===== config.mk =====
export PLATFORM = sky130hd
export DESIGN_NAME = mul_err_sweep_ctrl
export DESIGN_NICKNAME = d
export VERILOG_FILES = /design/src/rtl/mul_err_sweep_ctrl.sv
export SDC_FILE = /design/constraint.sdc
export NUM_CORES = 1
export LEC_CHECK = 0
export CAP_MARGIN = 30
export CORE_MARGIN = 3
export CORE_UTILIZATION = 40
export CTS_BUF_LIST = sky130_fd_sc_hd__clkbuf_8
export DETAILED_ROUTE_END_ITERATION = 10
export DONT_BUFFER_PORTS = 1
export HOLD_SLACK_MARGIN = 0.12
export MAX_ROUTING_LAYER = met4
export PLACE_DENSITY = 0.55
export SLEW_MARGIN = 30
export SYNTH_ARGS = -nofsm -noshare
export SYNTH_HDL_FRONTEND = slang
export SYNTH_SLANG_ARGS = --single-unit

===== constraint.sdc =====
create_clock -name clk -period 5.05 [get_ports clk]
set_clock_uncertainty 0.15 [all_clocks]
set_input_delay 0.505 -clock clk [delete_from_list [all_inputs] [get_ports clk]]
set_output_delay 0.505 -clock clk [all_outputs]
set_load 0.03 [all_outputs]

===== src/rtl/mul_err_sweep_ctrl.sv =====
// mul_err_sweep_ctrl: walks every operand pair of an approximate multiplier,
// compares its product against an exact product computed locally, and
// accumulates total, count and worst-case absolute error.
module mul_err_sweep_ctrl #(
  parameter int OPW = 8
) (
  input  logic               clk,
  input  logic               rst,
  input  logic               start,
  input  logic               abort,
  output logic [OPW-1:0]     op_a,
  output logic [OPW-1:0]     op_b,
  input  logic [2*OPW-1:0]   approx_p,
  output logic               busy,
  output logic               done,
  output logic [31:0]        sum_abs_err,
  output logic [2*OPW:0]     err_count,
  output logic [2*OPW-1:0]   max_err,
  output logic [OPW-1:0]     worst_a,
  output logic [OPW-1:0]     worst_b
);

  localparam int KW = 2 * OPW;
  localparam logic [KW-1:0] K_ZERO = {KW{1'b0}};
  localparam logic [KW-1:0] K_ONE  = {{(KW-1){1'b0}}, 1'b1};
  localparam logic [KW-1:0] K_LAST = {KW{1'b1}};
  localparam logic [KW:0]   CNT_ONE = {{KW{1'b0}}, 1'b1};

  typedef enum logic [1:0] {
    ST_IDLE  = 2'd0,
    ST_RUN   = 2'd1,
    ST_DRAIN = 2'd2,
    ST_DONE  = 2'd3
  } state_t;

  // Unsigned magnitude of the difference of two products.
  function automatic logic [KW-1:0] abs_diff(input logic [KW-1:0] x,
                                             input logic [KW-1:0] y);
    logic [KW-1:0] r;
    if (x >= y) begin
      r = x - y;
    end else begin
      r = y - x;
    end
    return r;
  endfunction

  state_t          state_r, state_nxt_s;
  logic [KW-1:0]   k_r, k_nxt_s;
  logic            clear_s, load_pipe_s, acc_en_s;
  logic            busy_r, done_r;

  logic            pipe_valid_r;
  logic [KW-1:0]   pipe_exact_r, pipe_approx_r;
  logic [OPW-1:0]  pipe_a_r, pipe_b_r;

  logic [31:0]     sum_r;
  logic [KW:0]     cnt_r;
  logic [KW-1:0]   max_r;
  logic [OPW-1:0]  worst_a_r, worst_b_r;

  logic [KW-1:0]   exact_s;
  logic [KW-1:0]   abs_err_s;

  // k is held at zero outside RUN, so the operands fall to zero in every
  // other state without a separate mux.
  assign op_a        = k_r[KW-1:OPW];
  assign op_b        = k_r[OPW-1:0];
  assign busy        = busy_r;
  assign done        = done_r;
  assign sum_abs_err = sum_r;
  assign err_count   = cnt_r;
  assign max_err     = max_r;
  assign worst_a     = worst_a_r;
  assign worst_b     = worst_b_r;

  assign exact_s   = {{OPW{1'b0}}, k_r[KW-1:OPW]} * {{OPW{1'b0}}, k_r[OPW-1:0]};
  assign abs_err_s = abs_diff(pipe_exact_r, pipe_approx_r);

  // Next-state, next-index and stage enables; abort outranks start while busy.
  always_comb begin
    state_nxt_s = state_r;
    k_nxt_s     = k_r;
    clear_s     = 1'b0;
    load_pipe_s = 1'b0;
    acc_en_s    = 1'b0;
    case (state_r)
      ST_IDLE, ST_DONE: begin
        k_nxt_s = K_ZERO;
        if (start) begin
          state_nxt_s = ST_RUN;
          clear_s     = 1'b1;
        end else begin
          state_nxt_s = state_r;
        end
      end
      ST_RUN: begin
        if (abort) begin
          state_nxt_s = ST_IDLE;
          k_nxt_s     = K_ZERO;
        end else begin
          load_pipe_s = 1'b1;
          acc_en_s    = pipe_valid_r;
          if (k_r == K_LAST) begin
            state_nxt_s = ST_DRAIN;
            k_nxt_s     = K_ZERO;
          end else begin
            state_nxt_s = ST_RUN;
            k_nxt_s     = k_r + K_ONE;
          end
        end
      end
      ST_DRAIN: begin
        k_nxt_s = K_ZERO;
        if (abort) begin
          state_nxt_s = ST_IDLE;
        end else begin
          state_nxt_s = ST_DONE;
          acc_en_s    = pipe_valid_r;
        end
      end
      default: begin
        state_nxt_s = ST_IDLE;
        k_nxt_s     = K_ZERO;
      end
    endcase
  end

  // State, pair index and registered status flags.
  always_ff @(posedge clk) begin
    if (rst) begin
      state_r <= ST_IDLE;
      k_r     <= K_ZERO;
      busy_r  <= 1'b0;
      done_r  <= 1'b0;
    end else begin
      state_r <= state_nxt_s;
      k_r     <= k_nxt_s;
      busy_r  <= (state_nxt_s == ST_RUN) || (state_nxt_s == ST_DRAIN);
      done_r  <= (state_nxt_s == ST_DONE);
    end
  end

  // Single pipeline stage capturing both products of the presented pair.
  always_ff @(posedge clk) begin
    if (rst) begin
      pipe_valid_r  <= 1'b0;
      pipe_exact_r  <= K_ZERO;
      pipe_approx_r <= K_ZERO;
      pipe_a_r      <= {OPW{1'b0}};
      pipe_b_r      <= {OPW{1'b0}};
    end else if (load_pipe_s) begin
      pipe_valid_r  <= 1'b1;
      pipe_exact_r  <= exact_s;
      pipe_approx_r <= approx_p;
      pipe_a_r      <= k_r[KW-1:OPW];
      pipe_b_r      <= k_r[OPW-1:0];
    end else begin
      pipe_valid_r  <= 1'b0;
    end
  end

  // Error metrics: cleared on an accepted start, frozen whenever not accumulating.
  always_ff @(posedge clk) begin
    if (rst || clear_s) begin
      sum_r     <= 32'd0;
      cnt_r     <= {(KW+1){1'b0}};
      max_r     <= K_ZERO;
      worst_a_r <= {OPW{1'b0}};
      worst_b_r <= {OPW{1'b0}};
    end else if (acc_en_s) begin
      sum_r <= sum_r + {{(32-KW){1'b0}}, abs_err_s};
      if (abs_err_s != K_ZERO) begin
        cnt_r <= cnt_r + CNT_ONE;
      end else begin
        cnt_r <= cnt_r;
      end
      // Strictly greater keeps the first pair that reached the maximum.
      if (abs_err_s > max_r) begin
        max_r     <= abs_err_s;
        worst_a_r <= pipe_a_r;
        worst_b_r <= pipe_b_r;
      end else begin
        max_r     <= max_r;
        worst_a_r <= worst_a_r;
        worst_b_r <= worst_b_r;
      end
    end else begin
      sum_r     <= sum_r;
      cnt_r     <= cnt_r;
      max_r     <= max_r;
      worst_a_r <= worst_a_r;
      worst_b_r <= worst_b_r;
    end
  end

endmodule


==> results.yml, run 1 <==
status:
  outcome: "finished, final reports clean"
finish:
  drive_gt1_frac: 0.111
  nets: 1506
  synthToLayoutAreaGrowth_pct: 14.4
  final-instance-count-excl-fill: 1684
worst_setup_path:
  crit_start: "pipe_exact_r[0]"
  cp-start-kind: "flip-flop"
  reg2regPathDepth: 22
  worstPathMaxFanout: 8
  end_kind: "flip-flop"
  cp.required_ps: 5240
  rr_endpoint: "sum_abs_err[21]"
  r2r_start: "pipe_exact_r[0]"
  reg2reg_slack_ps: 80
  critPathKind: "flip-flop to flip-flop"
  critPathArrivalTime_ps: 5160
timing:
  setup_violations: 0
  hold_viol_final: 0
  tightest_slew_ps: 721
  maxSlewViolCount: 0
  timing.fmax_mhz: 201
  slew_headroom: 0.520
  period_share: 0.984
  fin_crit_ps: 4970
  fin_ws_ps: 81.2
  rsz0062_at_grt: "true"
route:
  antenna_left: 0
  via_per_inst: 5.13
  num_vias: 8644
  drtIter0Drc: 497
  drc_errors: 0
  wl_um: 26800
  first_pass_iters: 5
  wl_per_cell_um: 15.9
global_routing:
  track_usage: 0.192
  grt_pass1_vias: 8392
  antenna_found_initial: 1
  grt_first_pass_wirelength_um: 43600
  grt_max_degree: 55
  overflow: 0
worst_hold_path:
  worst_hold_path_type: "input pin to flip-flop"
  hold_depth: 3
  hp-start: "rst"
  holdPathEnd: "k_r[6]"
job:
  cap_violations: 0
floorplan:
  die_x_um: 169
  core_sq_um: 25500
  die_y_um: 169
  die-area_sq_um: 28400
  num_rows: 58
  initial_core_util: 0.414
  io_pins: 119
yosys:
  ys_seq_area_frac: 0.284
  ys_seq_elements: 150
  synth.most_common_cell: "nand2_1"
  synth_cell_types: 60
  synth-edff-count: 0
  synthTopCellsByArea: "dfxtp_1, ha_1, fa_1, nand2_1, a21oi_1"
  syn-instance-count: 1290
  ys.flop_type: "dfxtp_1"
  synth_top_cell_area_share: 0.284
  syn-mean-instance-area_sq_um: 8.20
  syn-num-nets: 1456
  synth_top_cells_by_count: "nand2_1, dfxtp_1, inv_1"
  async_flop_share: 0
  netlist_area_sq_um: 10600
  synth_warnings: 0
  synth_area_leader_cell: "dfxtp_1"
clock_tree:
  clk_path_buf_depth: 2
  root_buffer: "clkbuf_8"
  cts_tree: "done"
  cts_num_sinks: 150
  cts_made_buffers: 17
  cts.clk_slew.worst_paths_ps: 120
  htreeDepth: 4
  clock_latency_ps: 480
power_and_ir_drop:
  powerDensity_nw_per_um2: 415
  vdd_drop_max_mv: 0.247
  power_leakage_nw: 5.05
placement:
  dp_slack_ps: -5.60
  place_inst: 1620
  port_buffers: 0
  dp_hpwl_um: 20300
  gp_congestion: 0.854
==> through the flow <==
stage          setup TNS, ps  instance area (sq um)  hold WS (ps)  total power [mW]  utilization
2_1_floorplan              0                  10600           286              3.11            -
3_3_place_gp               0                  11200           291              3.84        0.440
3_5_place_dp           -9.98                  11200           292              3.85        0.440
4_1_cts                    0                  11900           138              4.94        0.466
5_1_grt                -1850                  12100           193              5.37        0.474
6_report                   0                  12100           166              5.02        0.474
==> flip-flops by register name (all words and copies together), names as in the netlist, 2 cells and up <==
register and count:
pipe_approx_r 16, sum_abs_err 32, pipe_b_r 8, state_r 2, worst_a 8, max_err 16
err_count 17, k_r 16, pipe_a_r 8, worst_b 8, pipe_exact_r 16
==> area by class of cell <==
type | instances | area (sq um)
clock buffers | 17 | 234
inverters | 132 | 495
multi-input cells | 941 | 6920
diodes | 1 | 2.50
fillers | 2536 | 13400
well taps | 330 | 413
repair buffers | 98 | 816
flip-flops and latches | 150 | 3020
clock inverters | 15 | 203
==> worst max-delay path: stages (launching register included) <==
cell,delay (ps)
dfxtp_2,340
inv_2,60
ha_4,130
inv_2,40
fa_2,350
a21o_1,220
a2111oi_4,290
o311a_1,290
o21ai_4,90
buf_4,140
mux2i_1,170
xor2_1,230
ha_1,290
a21boi_1,150
o21a_1,180
o41a_1,430
nand2_2,120
a31oi_4,100
or4_4,500
a31o_4,270
nand4_1,110
xor2_1,150
nor2_1,50
==> cell usage in the layout (no fill, tap or decap), drive strengths merged, types with 4 or more instances in the layout <==
master       netlist  routed
ha               107     107
o31ai              5       5
nand3             36      36
nor3              23      23
a21boi             5       5
inv              132     140
o21a              12      12
o21ai             41      41
clkbuf            53      17
xor2              29      29
dfxtp            150     150
a21o              27      27
nor2             114     114
nor2b             15      15
nor3b              6       6
fa                39      39
a21oi            100     100
and4               6       6
nand2            152     152
clkinv             0       6
nand4             12      12
and2              52      52
mux2i             43      43
a211oi             8       8
and3               8       8
xnor2             37      37
a2111oi            7       7
o21bai             4       4
or3               14      14
nand2b             8       8
dlygate4sd3        0      19
buf               14      79
nand3b             5       5
==> metal layers <==
metal  share of wire  GRT usage  up-vias
li1                -          -     4383
met1            0.46      0.245     4099
met2            0.49      0.320      145
met3           0.044     0.0381       17
met4          0.0085     0.0402        0
met5               0          -        -
==> cells by family (layout without fill, tap and decap cells) <==
group	after synthesis	in the layout	synth area share
other	0	1	0
xor gates and xnor gates	66	66	0.0568
buffers and inverters	199	262	0.0741
AOI/OAI and AO/OA	228	228	0.137
adders and majority gates	146	146	0.200
muxes	43	43	0.0431
and+or+nand+nor	458	458	0.205
DFF	150	150	0.284
==> worst max-delay path by stage <==
stage                            end  slack, ps  cells past startpoint
finish               sum_abs_err[21]         80                     22
global route         sum_abs_err[27]       -190                     21
floorplan           pipe_exact_r[15]         20                     19
CTS                  sum_abs_err[17]         20                     22
global placement     sum_abs_err[21]        130                     22
detailed placement   sum_abs_err[17]         -6                     22
==> where the power goes <==
part	total [mW]	switching (mW)	leakage, nW	internal [mW]
clock network	1.03	0.593	0.219	0.433
logic	2.72	1.52	3.62	1.19
registers	1.28	0.0582	1.21	1.22
total	5.02	2.17	5.05	2.85
==> timing repair <==
action                                  CTS  global route
hold endpoints to repair                 53             0
resized for setup                         1            37
hold buffers                             20             0
pin swaps                                 2            20
setup buffers                             1            11
endpoints found under the setup margin    8            46
No activity file was read; power rests on OpenSTA's default activity.
==> inputs of run 2 (changes only) <==
--- a/config.mk
+++ b/config.mk
@@ -5,7 +5,8 @@
 export SDC_FILE = /design/constraint.sdc
 export NUM_CORES = 1
 export LEC_CHECK = 0
-export CAP_MARGIN = 30
+export CAP_MARGIN = 25
+export CORE_ASPECT_RATIO = 0.8
 export CORE_MARGIN = 3
 export CORE_UTILIZATION = 40
 export CTS_BUF_LIST = sky130_fd_sc_hd__clkbuf_8
@@ -13,7 +14,7 @@
 export DONT_BUFFER_PORTS = 1
 export HOLD_SLACK_MARGIN = 0.12
 export MAX_ROUTING_LAYER = met4
-export PLACE_DENSITY = 0.55
+export PLACE_DENSITY = 0.53
 export SLEW_MARGIN = 30
 export SYNTH_ARGS = -nofsm -noshare
 export SYNTH_HDL_FRONTEND = slang
==> constraint.sdc (replaced) <==
create_clock -name clk -period 6 [get_ports clk]
set_clock_uncertainty 0.15 [all_clocks]
set_input_delay 0.6 -clock clk [delete_from_list [all_inputs] [get_ports clk]]
set_output_delay 0.6 -clock clk [all_outputs]
set_load 0.03 [all_outputs]
==> run 2 against run 1 <==
Die area barely moved. Maximum frequency fell by 9.3%. Hold slack improved by 3.3 ps. Wire length rose by 3.0%. Clock-buffer cell count did not move. Combinational power fell by 27%. Total power fell by 23%. Via count fell by 2.8%. Largest power group unchanged.
==> results.yml, run 2 (same netlist as run 1, synthesis figures left out) <==
power_and_ir_drop:
  p_seq_frac: 0.278
  switching_power_mw: 1.71
  intPower_mw: 2.18
  powerDensity_nw_per_um2: 339
  p_comb_frac: 0.513
  clkPwrFrac: 0.209
  power_leakage_nw: 4.70
  finalPower_mw: 3.88
  switching_share: 0.440
  vdd_drop_max_mv: 0.232
timing:
  fin_crit_ps: 5480
  maxSlewViolCount: 0
  tns_ps: 0
  tightest_slew_ps: 945
  slew_headroom: 0.370
  whs_ps: 169
  rsz0062_at_grt: "false"
  period_share: 0.913
  setup_violations: 0
  timing.fmax_mhz: 183
  fin_ws_ps: 523
  hold_viol_final: 0
route:
  drc_errors: 0
  num_vias: 8399
  wl_per_cell_um: 16.9
  first_pass_iters: 5
  drtIter0Drc: 413
  wl_um: 27600
  via_per_inst: 5.12
  antenna_left: 0
global_routing:
  grt_max_degree: 82
  antenna_found_initial: 0
  grt_first_pass_wirelength_um: 44600
  overflow: 0
  grt_pass1_vias: 8232
  track_usage: 0.203
worst_hold_path:
  worst_hold_path_type: "input pin to flip-flop"
  hp-start: "approx_p[2]"
clock_tree:
  cts.clk_slew.worst_paths_ps: 100
  root_buffer: "clkbuf_8"
  cts_tree: "done"
  cts_made_buffers: 17
  clock_latency_ps: 480
  cts_num_sinks: 150
  clk_path_buf_depth: 2
  htreeDepth: 4
  post_cts_resized: 0
finish:
  nets: 1442
  final-instance-count-excl-fill: 1640
  diodes: 0
  final_common_cell: "nand2_1"
  final_cell_mix: "nand2_1, dfxtp_1, inv_1"
  drive_gt1_frac: 0.0566
  largest_reg_flops: 32
  synthToLayoutAreaGrowth_pct: 8.35
placement:
  port_buffers: 0
  place_inst: 1593
  dp_hpwl_um: 20300
  gp_congestion: 0.844
  dp_slack_ps: 549
worst_setup_path:
  reg2reg_slack_ps: 520
  reg2regPathDepth: 22
  rr_endpoint: "sum_abs_err[21]"
  cp.required_ps: 6190
  cp-endpoint: "sum_abs_err[21]"
  cp_slowest_cell: "or4_1"
  critPathArrivalTime_ps: 5660
  crit_start: "pipe_exact_r[0]"
  end_kind: "flip-flop"
  cp-start-kind: "flip-flop"
  worstPathMaxFanout: 8
  critical_path.max_stage_delay_ps: 460
  crit_chain: "inv_1 > ha_1 > inv_1 > fa_1 > a21o_1 > a2111oi_2 > o311a_1 > o21ai_2 > mux2i_1 > xnor2_1 > ha_1 > a21oi_1 > a21boi_0 > o21a_1 > o41a_1 > nand2_1 > a31oi_1 > or4_1 > a31o_2 > nand4_1 > xor2_1 > nor2_1"
  r2r_start: "pipe_exact_r[0]"
  critPathKind: "flip-flop to flip-flop"
floorplan:
  die-area_sq_um: 28400
  die_y_um: 151
  initial_core_util: 0.413
  io_pins: 119
  die_x_um: 188
  num_rows: 52
  core_sq_um: 25600
job:
  cap_violations: 0
status:
  outcome: "finished, final reports clean"
[run 2: changes by cell type in the layout (fill, tap and decap cells not counted), moves of 4 or more]
cell	before	now
dlygate4sd3_1	19	14
dfxtp_1	144	150
buf_4	75	18
dfxtp_2	4	0
o21ai_0	28	36
o21ai_1	12	4
clkinv_8	4	0
[run 2: routing by layer]
metal | track usage | vias to the layer above | share of wire
li1 | - | 4261 | -
met5 | - | - | 0
met4 | 0.0465 | 0 | 0.014
met1 | 0.273 | 3959 | 0.51
met2 | 0.304 | 159 | 0.43
met3 | 0.0560 | 20 | 0.052
[run 2: what timing repair did]
item                                   CTS  global route
endpoints found under the hold margin   53             0
hold buffers                            15             0
setup endpoints to repair                0             0
buffers inserted                         0             0
[run 2: stage by stage]
stage / util / instance area, sq um
detailed placement: 0.425 / 10900
global placement: 0.425 / 10900
global route: 0.447 / 11500
CTS: 0.447 / 11500
floorplan: - / 10600
finish: 0.447 / 11500
[run 2: worst max-delay path: cells and delay by family (launching register included)]
family / cells / cell delay [ps]
AOI/OAI and AO/OA: 10 / 2360
muxes: 1 / 160
adders and majority gates: 3 / 880
DFF: 1 / 330
xor gates and xnor gates: 2 / 570
and+or+nand+nor: 4 / 770
buffers and inverters: 2 / 110
[run 2: worst min path at each step]
stage / end / slack [ps] / cells after the start
global route: pipe_approx_r[2] / 150 / 2
floorplan: pipe_a_r[0] / 290 / 2
detailed placement: pipe_b_r[2] / 290 / 2
finish: pipe_approx_r[2] / 170 / 2
CTS: pipe_approx_r[2] / 130 / 2
global placement: pipe_a_r[4] / 290 / 2
[run 2: final cells by class]
cell class | count | area (sq um)
Clock buffer | 17 | 234
Inverter | 132 | 495
Tap cell | 351 | 439
Multi-Input combinational cell | 941 | 6810
Timing Repair Buffer | 34 | 323
Fill cell | 2663 | 14200
Sequential cell | 150 | 3000
Clock inverter | 15 | 158
[run 2: power groups by stage]
stage               Combinational (mW)  Clock, mW  Sequential [mW]
floorplan                         1.53          0             1.09
global placement                  1.95          0             1.10
detailed placement                1.96          0             1.10
CTS                               1.99      0.849             1.08
global route                      2.22      0.879             1.08
finish                            1.99      0.813             1.08
==> inputs of run 3 (changes only) <==
--- a/config.mk
+++ b/config.mk
@@ -6,6 +6,8 @@
 export NUM_CORES = 1
 export LEC_CHECK = 0
 export CAP_MARGIN = 25
+export CELL_PAD_IN_SITES_DETAIL_PLACEMENT = 1
+export CELL_PAD_IN_SITES_GLOBAL_PLACEMENT = 2
 export CORE_ASPECT_RATIO = 0.8
 export CORE_MARGIN = 3
 export CORE_UTILIZATION = 40
@@ -14,7 +16,7 @@
 export DONT_BUFFER_PORTS = 1
 export HOLD_SLACK_MARGIN = 0.12
 export MAX_ROUTING_LAYER = met4
-export PLACE_DENSITY = 0.53
+export PLACE_DENSITY = 0.82
 export SLEW_MARGIN = 30
 export SYNTH_ARGS = -nofsm -noshare
 export SYNTH_HDL_FRONTEND = slang
==> run 3 against run 2 <==
Register-to-register slack worse by 70 ps. First-iteration DRC count is 1.2% lower. Final area is 0.64% higher. Largest power group unchanged. Critical path depth is 4 lower. Highest routed layer unchanged. Hold slack better by 130 ps.
==> results.yml, run 3 (same netlist as run 1, synthesis figures left out) <==
status:
  outcome: "finished, final reports clean"
global_routing:
  antenna_found_initial: 1
  met1_usage: 0.314
  track_usage: 0.224
  grt_first_pass_wirelength_um: 49400
  grt_max_degree: 82
  top_usage_layer: "met2"
  grt_pass1_vias: 8994
  grt.met3_usage: 0.0560
  overflow: 0
  grtUsageMet2: 0.332
timing:
  tns_ps: 0
  maxSlewViolCount: 0
  fin_crit_ps: 5540
  period_share: 0.924
  timing.fmax_mhz: 180
  tightest_slew_ps: 970
  rsz0062_at_grt: "false"
  slew_headroom: 0.353
  hold_viol_final: 0
  setup_violations: 0
finish:
  drive_gt1_frac: 0.0608
  fillerInstances: 3132
  fin_util: 0.450
  final_common_cell: "nand2_1"
  largest_reg_flops: 32
  diodes: 0
  synthToLayoutAreaGrowth_pct: 9.05
  nets: 1452
  final_cell_mix: "nand2_1, dfxtp_1, inv_1"
worst_setup_path:
  worstPathMaxFanout: 14
  critPathArrivalTime_ps: 5730
  critical_path.max_stage_delay_ps: 840
  crit_chain: "nand2_1 > fa_1 > fa_1 > inv_1 > fa_1 > inv_1 > fa_1 > inv_1 > ha_1 > a21boi_0 > o21ai_0 > a21boi_0 > o21ai_0 > a21oi_1 > o21ai_0 > a21oi_1 > xnor2_1 > a211oi_1"
  end_kind: "flip-flop"
  cp-start-kind: "flip-flop"
  cp_common_cell: "fa_1"
  critPathKind: "flip-flop to flip-flop"
  cp.required_ps: 6190
  cp_slowest_cell: "dfxtp_1"
clock_tree:
  root_buffer: "clkbuf_8"
  cts.clk_slew.worst_paths_ps: 100
  cts_num_sinks: 150
  htreeDepth: 4
  cts_tree: "done"
  clock_latency_ps: 470
  clk_path_buf_depth: 2
  cts_made_buffers: 17
  post_cts_resized: 0
placement:
  gp_congestion: 0.856
  port_buffers: 0
  dp_hpwl_um: 22500
power_and_ir_drop:
  vdd_drop_max_mv: 0.174
  powerDensity_nw_per_um2: 346
  power_leakage_nw: 4.76
route:
  via_per_inst: 5.22
  first_pass_iters: 4
  antenna_left: 0
  wl_um: 30100
  drc_errors: 0
  wl_per_cell_um: 18.3
  num_vias: 8618
  drtIter0Drc: 408
job:
  cap_violations: 0
worst_hold_path:
  worst_hold_path_type: "input pin to flip-flop"
floorplan:
  die_y_um: 151
  die_x_um: 188
  die-area_sq_um: 28400
  num_rows: 52
  io_pins: 119
  initial_core_util: 0.413
  core_sq_um: 25600
-- run 3: cell types whose count changed in the layout (fill, tap and decap cells not counted), sizes merged --
cell         delta
clkinvlp        -1
clkinv          +3
dlygate4sd3     +4
buf             +6
inv             -2
-- run 3: final timing paths --
| check | from | to | slack, ps | cells past startpoint |
|---|---|---|---|---|
| min | rst | pipe_a_r[4] | 290 | 2 |
| max | k_r[10] | pipe_exact_r[15] | 460 | 18 |
| max reg2reg | k_r[10] | pipe_exact_r[15] | 460 | 18 |
| min reg2reg | pipe_a_r[7] | pipe_a_r[7] | 320 | 2 |
-- run 3: critical path, delay by kind of cell, from the launching register on --
kind | cells | cell delay [ps]
buffers and inverters | 3 | 160
xor gates and xnor gates | 1 | 230
and+or+nand+nor | 1 | 170
DFF | 1 | 840
AOI/OAI and AO/OA | 8 | 1410
adders and majority gates | 5 | 2420
-- run 3: stage by stage --
stage	worst slack, ps	total power, mW	hold slack [ps]	std cells	instance area [sq um]
after floorplan	971	2.62	286	1290	10600
after global placement	512	3.14	294	1599	10900
after detailed placement	493	3.19	300	1599	10900
after CTS	446	4.02	271	1650	11500
after global routing	2.28	4.29	271	1650	11500
final	456	3.99	294	1650	11500
-- run 3: area by class of cell --
cell class	count	area, sq um	area share
Inverter	132	495	0.0430
Clock inverter	15	144	0.0125
Clock buffer	17	234	0.0203
Timing Repair Buffer	44	395	0.0343
Tap cell	351	439	0.0381
Multi-Input combinational cell	941	6820	0.592
Sequential cell	150	3000	0.260
-- run 3: routing by layer --
layer / routed length (um) / up-vias
met5: 0 / -
met4: 195 / 0
met3: 1530 / 13
met2: 12800 / 110
met1: 15600 / 4223
li1: - / 4272
-- run 3: power breakdown --
| group | switching (mW) | internal, mW | total, mW |
|---|---|---|---|
| clock network | 0.451 | 0.338 | 0.789 |
| logic | 1.26 | 0.853 | 2.12 |
| registers | 0.0517 | 1.03 | 1.08 |
| total | 1.77 | 2.22 | 3.99 |
-- run 3: what timing repair did --
item | 4_1_cts | 5_1_grt
hold endpoints to repair | 53 | 0
buffers inserted | 0 | 0
hold buffers | 19 | 0
